**config.mk**
```make
export PLATFORM = sky130hd
export DESIGN_NAME = gmii_tx_arbiter
export DESIGN_NICKNAME = d
export VERILOG_FILES = /design/src/rtl/gmii_tx_arbiter.sv
export SDC_FILE = /design/constraint.sdc
export NUM_CORES = 1
export LEC_CHECK = 0
export ABC_AREA = 1
export BUFFER_PORTS_ARGS = -buffer_cell sky130_fd_sc_hd__buf_2
export CAP_MARGIN = 20
export CORE_UTILIZATION = 47
export DETAILED_ROUTE_END_ITERATION = 6
export PLACE_DENSITY = 0.77
export SLEW_MARGIN = 20
export SYNTH_ARGS = -nofsm -noshare
export SYNTH_HDL_FRONTEND = slang
export SYNTH_SLANG_ARGS = --single-unit
```
**constraint.sdc**
```tcl
create_clock -name gmii_txc -period 1.7 [get_ports gmii_txc]
set_clock_uncertainty 0.1 [all_clocks]
set_input_delay 0.085 -clock gmii_txc [delete_from_list [all_inputs] [get_ports gmii_txc]]
set_output_delay 0.085 -clock gmii_txc [all_outputs]
set_load 0.005 [all_outputs]
```
**src/rtl/gmii_tx_arbiter.sv**
```systemverilog
// gmii_tx_arbiter: two-source round-robin arbiter onto a single GMII transmit
// stream. One frame per grant, a fixed inter-frame gap, and every output is
// registered. The output is the granted source's stream delayed by one cycle.
// Optional build macro: GMII_TX_ARBITER_WATCHDOG_EN adds a start watchdog
// (grant revoked if tx_en never comes) and a frame-length watchdog (a frame
// that runs too long is cut and its last beat is marked with tx_er).
`timescale 1ns/1ps
module gmii_tx_arbiter #(
    parameter int IFG_CYCLES    = 12,
    parameter int START_TIMEOUT = 16,
    parameter int MAX_FRAME     = 2048
) (
    input  logic       gmii_txc,
    input  logic       rst_n,
    input  logic       link_up,
    input  logic       src0_req,
    input  logic       src1_req,
    output logic       src0_grant,
    output logic       src1_grant,
    input  logic       src0_tx_en,
    input  logic       src0_tx_er,
    input  logic [7:0] src0_txd,
    input  logic       src1_tx_en,
    input  logic       src1_tx_er,
    input  logic [7:0] src1_txd,
    output logic       gmii_tx_en,
    output logic       gmii_tx_er,
    output logic [7:0] gmii_txd
);

    typedef enum logic [1:0] {
        S_IDLE       = 2'd0,
        S_GRANT_WAIT = 2'd1,
        S_SEND       = 2'd2,
        S_IFG        = 2'd3
    } state_t;

    localparam int     IFG_W     = (IFG_CYCLES < 2) ? 1 : $clog2(IFG_CYCLES);
    // With a zero gap a finished frame goes straight back to arbitration.
    localparam state_t END_STATE = (IFG_CYCLES == 0) ? S_IDLE : S_IFG;

    state_t           state_q, state_d;
    logic [IFG_W-1:0] ifg_cnt_q, ifg_cnt_d;
    logic [1:0]       grant_q, grant_d;
    logic             sel_q, sel_d;         // index of the granted source
    logic             last_q, last_d;       // index of the source served last
    logic             gmii_tx_en_q, gmii_tx_en_d;
    logic             gmii_tx_er_q, gmii_tx_er_d;
    logic [7:0]       gmii_txd_q, gmii_txd_d;

    // Granted-source view; the other source's stream never reaches the output.
    logic       sel_req, sel_tx_en, sel_tx_er;
    logic [7:0] sel_txd;
    assign sel_req   = sel_q ? src1_req   : src0_req;
    assign sel_tx_en = sel_q ? src1_tx_en : src0_tx_en;
    assign sel_tx_er = sel_q ? src1_tx_er : src0_tx_er;
    assign sel_txd   = sel_q ? src1_txd   : src0_txd;

    // Round robin on a tie, otherwise whoever is asking.
    logic any_req, pick;
    assign any_req = src0_req | src1_req;
    assign pick    = (src0_req && src1_req) ? ~last_q : src1_req;

    // Cycle events shared by the next-state and output logic.
    logic do_grant, start_beat, revoke, send_beat, send_end, fwd;
    logic start_trip, len_trip, frame_done;
    assign do_grant   = (state_q == S_IDLE) && link_up && any_req;
    assign start_beat = (state_q == S_GRANT_WAIT) && sel_tx_en;
    // A beat arriving together with a dropped request still starts the frame.
    assign revoke     = (state_q == S_GRANT_WAIT) && !sel_tx_en && (!sel_req || !link_up);
    assign send_beat  = (state_q == S_SEND) && sel_tx_en;
    assign send_end   = (state_q == S_SEND) && !sel_tx_en;
    assign fwd        = start_beat | send_beat;
    assign frame_done = send_end | len_trip;

`ifdef GMII_TX_ARBITER_WATCHDOG_EN
    localparam int ST_W = (START_TIMEOUT < 2) ? 1 : $clog2(START_TIMEOUT);
    localparam int FR_W = (MAX_FRAME < 2) ? 1 : $clog2(MAX_FRAME);

    logic [ST_W-1:0] wait_cnt_q, wait_cnt_d;   // cycles already spent in GRANT_WAIT
    logic [FR_W-1:0] beat_cnt_q, beat_cnt_d;   // beats already forwarded this frame

    assign start_trip = (state_q == S_GRANT_WAIT) && !sel_tx_en && !revoke &&
                        (wait_cnt_q == ST_W'(START_TIMEOUT - 1));
    assign len_trip   = fwd && (beat_cnt_q == FR_W'(MAX_FRAME - 1));

    // Watchdog counters restart whenever their state is (re)entered.
    always_comb begin
        wait_cnt_d = '0;
        beat_cnt_d = '0;
        if ((state_q == S_GRANT_WAIT) && (state_d == S_GRANT_WAIT)) begin
            wait_cnt_d = wait_cnt_q + 1'b1;
        end
        if (state_d == S_SEND) begin
            beat_cnt_d = beat_cnt_q + 1'b1;
        end
    end

    // Watchdog counter registers.
    always_ff @(posedge gmii_txc or negedge rst_n) begin
        if (!rst_n) begin
            wait_cnt_q <= '0;
            beat_cnt_q <= '0;
        end else begin
            wait_cnt_q <= wait_cnt_d;
            beat_cnt_q <= beat_cnt_d;
        end
    end
`else
    assign start_trip = 1'b0;
    assign len_trip   = 1'b0;
    // Watchdog parameters only shape the watchdog build; nothing is built here.
    if ((START_TIMEOUT < 1) || (MAX_FRAME < 1)) begin : g_wd_cfg_unused
    end
`endif

    // State register and all registered outputs.
    always_ff @(posedge gmii_txc or negedge rst_n) begin
        if (!rst_n) begin
            state_q      <= S_IDLE;
            ifg_cnt_q    <= '0;
            grant_q      <= 2'b00;
            sel_q        <= 1'b0;
            last_q       <= 1'b1;      // src0 wins the first tie
            gmii_tx_en_q <= 1'b0;
            gmii_tx_er_q <= 1'b0;
            gmii_txd_q   <= 8'h00;
        end else begin
            state_q      <= state_d;
            ifg_cnt_q    <= ifg_cnt_d;
            grant_q      <= grant_d;
            sel_q        <= sel_d;
            last_q       <= last_d;
            gmii_tx_en_q <= gmii_tx_en_d;
            gmii_tx_er_q <= gmii_tx_er_d;
            gmii_txd_q   <= gmii_txd_d;
        end
    end

    // Next-state logic and inter-frame gap counter.
    always_comb begin
        state_d   = state_q;
        ifg_cnt_d = '0;
        case (state_q)
            S_IDLE: begin
                if (do_grant) begin
                    state_d = S_GRANT_WAIT;
                end
            end
            S_GRANT_WAIT: begin
                if (len_trip) begin
                    state_d = END_STATE;
                end else if (start_beat) begin
                    state_d = S_SEND;
                end else if (revoke || start_trip) begin
                    state_d = S_IDLE;
                end
            end
            S_SEND: begin
                // link_up is deliberately not looked at: a frame always completes.
                if (frame_done) begin
                    state_d = END_STATE;
                end
            end
            S_IFG: begin
                if (ifg_cnt_q == IFG_W'(IFG_CYCLES - 1)) begin
                    state_d = S_IDLE;
                end else begin
                    ifg_cnt_d = ifg_cnt_q + 1'b1;
                end
            end
            default: begin
                state_d = S_IDLE;
            end
        endcase
    end

    // Output logic: grant bookkeeping and the one-cycle forwarding path.
    always_comb begin
        grant_d      = grant_q;
        sel_d        = sel_q;
        last_d       = last_q;
        gmii_tx_en_d = 1'b0;
        gmii_tx_er_d = 1'b0;
        gmii_txd_d   = 8'h00;
        if (do_grant) begin
            sel_d   = pick;
            grant_d = pick ? 2'b10 : 2'b01;
        end
        // A plain revoke leaves the round-robin history untouched.
        if (revoke) begin
            grant_d = 2'b00;
        end
        if (start_trip || frame_done) begin
            grant_d = 2'b00;
            last_d  = sel_q;
        end
        if (fwd) begin
            gmii_tx_en_d = 1'b1;
            gmii_tx_er_d = sel_tx_er | len_trip;
            gmii_txd_d   = sel_txd;
        end
    end

    assign src0_grant = grant_q[0];
    assign src1_grant = grant_q[1];
    assign gmii_tx_en = gmii_tx_en_q;
    assign gmii_tx_er = gmii_tx_er_q;
    assign gmii_txd   = gmii_txd_q;

endmodule

```
; ---- Yosys cells after proc, flatten, opt, wreduce, memory -nomap -nowiden
; Cells that the tools add are included.
[totals]
regBits = 20
input_bits = 25
out_inout_bits = 12
word_cells = 55
[classes]
add_sub_neg = 1
n_eq_ne = 8
muxes = 20
bitwise_logic = 3
reduce_logical = 15
[op_table]
columns = op, n
row1 = 2-to-1 mux 2 bit, 9
row2 = 2-to-1 mux 8 bit, 2
row3 = logical AND 1 bit, 8
row4 = 2-to-1 mux 4 bit, 2
row5 = case mux 2 bit (4 select lines), 1
row6 = 2-to-1 mux 1 bit, 6
row7 = "!= test 2 bit, second input constant", 3
row8 = "adder 4 x 1 -> 4 bit, second input constant", 1
row9 = "equality test 2 bit, second input constant", 2
row10 = "equality test 4 bit, second input constant", 1
row11 = AND reduction 4 bit, 1
row12 = logical NOT 1 bit, 3
row13 = "!= test 3 bit, second input constant", 1
row14 = nonzero test 3 bit, 1
row15 = "equality test 2 x 1 -> 1 bit, second input constant", 1
row16 = logical NOT 2 bit, 1
row17 = OR 1 bit, 2
row18 = logical OR 1 bit, 1
row19 = NOT 1 bit, 1

; ---- Logic depth before layout (Yosys ltp)
[depth]
word_depth = 7
mapped_depth = 9

; ---- Least setup slack after synthesis
; No wires, ideal clock.
[synth_path]
path_type = reg2reg
from = reg state_q[0]
to = reg grant_q[0]
t_arrival_ps = 948
path_slack_ps = 532
stages_incl_launch_ff = 8
path_buffers = 1
period_less_slack_ps = 1168
path_cell_list = dfrtp_1 > buf_6 > nor2_2 > inv_1 > nor2_2 > nand2_1 > o21ai_0 > nor2_1
[synth_between]
elab_chain_len = 5
word_cells_on_any_way = 11
cone_classes = 2 x eq/ne / 2 x mux / 7 x reduce/logical
[synth_rtl]
columns = element, line_no
row1 = start: declaration, 42  ; state_t state_q, state_d;
row2 = start signal: assignment, 129  ; state_q <= state_d;
row3 = equality test 2 x 1 -> 1 bit, 70  ; assign revoke = (state_q == S_GRANT_WAIT) && !sel_tx_en && (!sel_req || !link_up);
row4 = logical AND 1 bit (2 in a row), 70
row5 = 2-to-1 mux 2 bit, 191  ; if (revoke) begin
row6 = 2-to-1 mux 2 bit, 194  ; if (start_trip || frame_done) begin
row7 = end signal: assignment, 131  ; grant_q <= grant_d;
row8 = end: declaration, 44  ; logic [1:0] grant_q, grant_d;
; Several ways; a longest one is shown, not always the timed one.
; A chain may end at the register's enable or synchronous reset.

; ---- Final worst setup path
[layout_path]
from = reg sel_q
to = reg gmii_txd_q[2], in the netlist gmii_txd[2]
[layout_between]
elab_chain_len = 4
word_cells_on_any_way = 6
cone_classes = 3 x mux / 1 x bitwise / 2 x reduce/logical
[layout_rtl]
columns = element, line_no
row1 = start: declaration, 45  ; logic sel_q, sel_d;
row2 = start signal: assignment, 132  ; sel_q <= sel_d;
row3 = 2-to-1 mux 1 bit *, 55  ; assign sel_tx_en = sel_q ? src1_tx_en : src0_tx_en;
row4 = logical AND 1 bit (on tied branches), "68, 71"
row5 = OR 1 bit *, 73  ; assign fwd = start_beat | send_beat;
row6 = named net fwd, 65  ; logic do_grant, start_beat, revoke, send_beat, send_end, fwd;
row7 = 2-to-1 mux 8 bit *, 198  ; if (fwd) begin
row8 = named net gmii_txd_d[2], 49  ; logic [7:0] gmii_txd_q, gmii_txd_d;
row9 = end signal: assignment, 136  ; gmii_txd_q <= gmii_txd_d;
row10 = end: declaration, 49
; The timed path passes the listed nets; every way through them passes the cells marked *.

==> impl_metrics.ini <==
[outcome]
status = finished clean

[clock_tree]
clkSinkCount = 20
cts_root_buffer = clkbuf_4
numCtsBuffers = 3
cts_max_path_buffers = 2
worstSkewPairLatency_ps = 290
clkTransAtPathRegs_ps = 110
cts_tree = built
htreeDepth = 1

[global_route]
gr-total-overflow = 0
grt_pass1_vias = 865
grt_max_degree = 21
track_usage = 0.215
antenna_found_initial = 0
grt_pass1_wl_um = 3360

[worst_setup_path]
critPathKind = flip-flop to flip-flop
crit_slowest_cell = dfrtp_1
crit_family = flip-flops
startpoint_type = flip-flop
worst_setup_path_end_kind = flip-flop
cp_cell_sequence = inv_2, nand2_4, nand2_4, nand3_2, nand2_4, inv_4, a21oi_2
worst-path-buf-inv = 2
cpMostUsedCell = nand2_4
crit_required_ps = 1830
crit_arrival_ps = 1500
critical-path-max-stage-delay_ps = 430
critPathMaxFanout = 12

[sta]
holdWs_ps = 59.3
rsz0062_at_grt = no
worst_pin_slew_ps = 438
fin_crit_sh = 0.810
maxSlewHeadroom = 0.708
fin_crit_ps = 1380
fin_ws_ps = 323
fmax_mhz = 726
finalSetupViolations = 0
finalMaxSlewViolations = 0
hold_viol_final = 0
tns_ps = 0

[yosys]
synth_cell_types = 26
netlist_area_um2 = 971
synth_fp_nets = 127
syn_avg_cell_area_um2 = 9.61
synthCells = 101
yosysSeqAreaShare = 0.517
ys_ff_latch = 20
ys_warn_count = 0

[place]
dp_hpwl_um = 1440
port_buffers = 36
place_ws_ps = 362
gp_congestion = 0.759

[cells_and_area]
n_antenna_cell = 0
multi_input_area_um2 = 418
regArea_um2 = 502
final_nets = 185
syn2layout_area_growth_pct = 42.4
nFillCells = 149
drive_gt1_frac = 0.411

[routing]
avgViaCountPerCell = 4.62
drc = 0
firstDrtPassIters = 6
drtAntennaViolNets = 0
routed_wl_um = 2160
vias = 855
drt-wirelength-per-cell_um = 11.7
drt_iter0_drc = 5

[flow_run]
max-cap-violations = 0

[die]
die_h_um = 47.5
pin_count = 37
rows = 16
core-area_mm2 = 0.00194
die_width_um = 47.5
die-area_mm2 = 0.00225
initial_core_util = 0.500

[worst_hold_path]
hold_path.class = primary input to flip-flop

[power_and_ir_drop]
vdd_drop_max_v = 0.000882
power_leakage_nw = 0.714
total_power_mw = 1.80
powerDensity_mw_per_mm2 = 1300
-- logic make-up (layout without fill, tap and decap cells) --
| group | count (synthesis) | in the layout | synth area share |
|---|---|---|---|
| simple gates | 51 | 51 | 0.271 |
| flops | 20 | 20 | 0.517 |
| compound gates | 18 | 18 | 0.129 |
| buf+inv | 9 | 66 | 0.0528 |
| xor+xnor | 2 | 2 | 0.0180 |
| fa+ha+maj | 1 | 1 | 0.0129 |
-- power by group --
part	total [mW]	switching [mW]	internal [mW]
Combinational	0.817	0.493	0.324
Clock	0.232	0.141	0.0911
Sequential	0.749	0.106	0.642
Total	1.80	0.741	1.06
-- tightest hold or removal path, cell delays in order --
cell and delay [ps]:
buf_2 120, a21oi_1 70, nand2_1 80, a21oi_1 70
-- per-stage QoR --
stage               instance area, um^2  std cells  utilization
finish                             1380        185        0.712
CTS                                1380        185        0.712
detailed placement                 1170        162        0.601
floorplan                           971        101            -
global route                       1380        185        0.712
global placement                   1170        162        0.601
-- metal layers --
layer / up-vias / part of all wire / GRT usage
li1: 436 / - / -
met1: 394 / 0.42 / 0.254
met2: 21 / 0.53 / 0.392
met3: 4 / 0.026 / 0.0264
met4: 0 / 0.016 / 0.0857
met5: - / 0 / 0
-- worst paths after layout --
kind,startpoint,end,slack (ps),cells after the start
worst max-delay path,sel_q$_DFFE_PN0P_,gmii_txd[2]$_DFF_PN0_,320,7
worst min-delay path,src0_req,grant_q[1]$_DFFE_PN0P_,60,4
worst max register to register,sel_q$_DFFE_PN0P_,gmii_txd[2]$_DFF_PN0_,320,7
worst min register to register,ifg_cnt_q[0]$_DFF_PN0_,ifg_cnt_q[0]$_DFF_PN0_,370,1
max in group asynchronous,rst_n,last_q$_DFFE_PN1P_,1000,2
min in group asynchronous,rst_n,ifg_cnt_q[0]$_DFF_PN0_,170,2
-- area by class of cell --
type,instances,share of cell area
clock buffers,4,0.0190
inverters,6,0.0181
multi-input cells,72,0.302
flip-flops and latches,20,0.363
well taps,27,0.0244
repair buffers,56,0.273
-- state kept, by name (all words and copies together), names as in the netlist, named ones only --
| register | count |
|---|---|
| gmii_txd | 8 |
| gmii_tx_er | 1 |
| grant_q | 2 |
| state_q | 1 |
| last_q | 1 |
| ifg_cnt_q | 4 |
| sel_q | 1 |
| gmii_tx_en | 1 |
-- cell usage after synthesis --
cell type / count / share of area
buf_6: 2 / 0.023
nand2_2: 2 / 0.013
nand4_1: 1 / 0.0064
dfrtp_1: 19 / 0.49
o21ai_1: 2 / 0.010
a21oi_2: 9 / 0.081
nand3b_1: 1 / 0.0077
nor2_1: 5 / 0.019
inv_2: 2 / 0.0077
dfstp_2: 1 / 0.027
a31oi_1: 1 / 0.0064
nand2_4: 4 / 0.046
a21oi_1: 2 / 0.010
and3_1: 1 / 0.0064
xnor2_1: 1 / 0.0090
nand3_2: 1 / 0.010
inv_4: 1 / 0.0064
ha_1: 1 / 0.013
o21ai_0: 4 / 0.021
clkbuf_1: 1 / 0.0039
xor2_1: 1 / 0.0090
inv_1: 3 / 0.012
nor2_4: 1 / 0.012
nand2_1: 28 / 0.11
nand3_1: 3 / 0.015
nor2_2: 4 / 0.026
-- repair_timing --
item | CTS | global route
hold buffers | 19 | 0
gates resized for setup | 0 | 0
endpoints found under the hold margin | 29 | 0
buffers inserted | 0 | 0
-- cells in the final DEF (no fill, tap or decap) --
master	Yosys	routed
nand2_1	28	28
o21ai_1	2	2
nand3_1	3	3
a21oi_1	2	2
nor2_4	1	1
nand2_2	2	2
a21oi_2	9	9
clkbuf_4	0	3
clkbuf_1	1	1
nand4_1	1	1
nand2_4	4	4
nand3_2	1	1
nor2_1	5	5
xnor2_1	1	1
buf_4	0	1
dfstp_2	1	1
nand3b_1	1	1
inv_1	3	3
o21ai_0	4	4
and3_1	1	1
dlygate4sd3_1	0	19
ha_1	1	1
buf_2	0	36
dfrtp_1	19	19
inv_4	1	1
inv_2	2	2
a31oi_1	1	1
xor2_1	1	1
nor2_2	4	4
No activity file was read; power rests on OpenSTA's default activity.
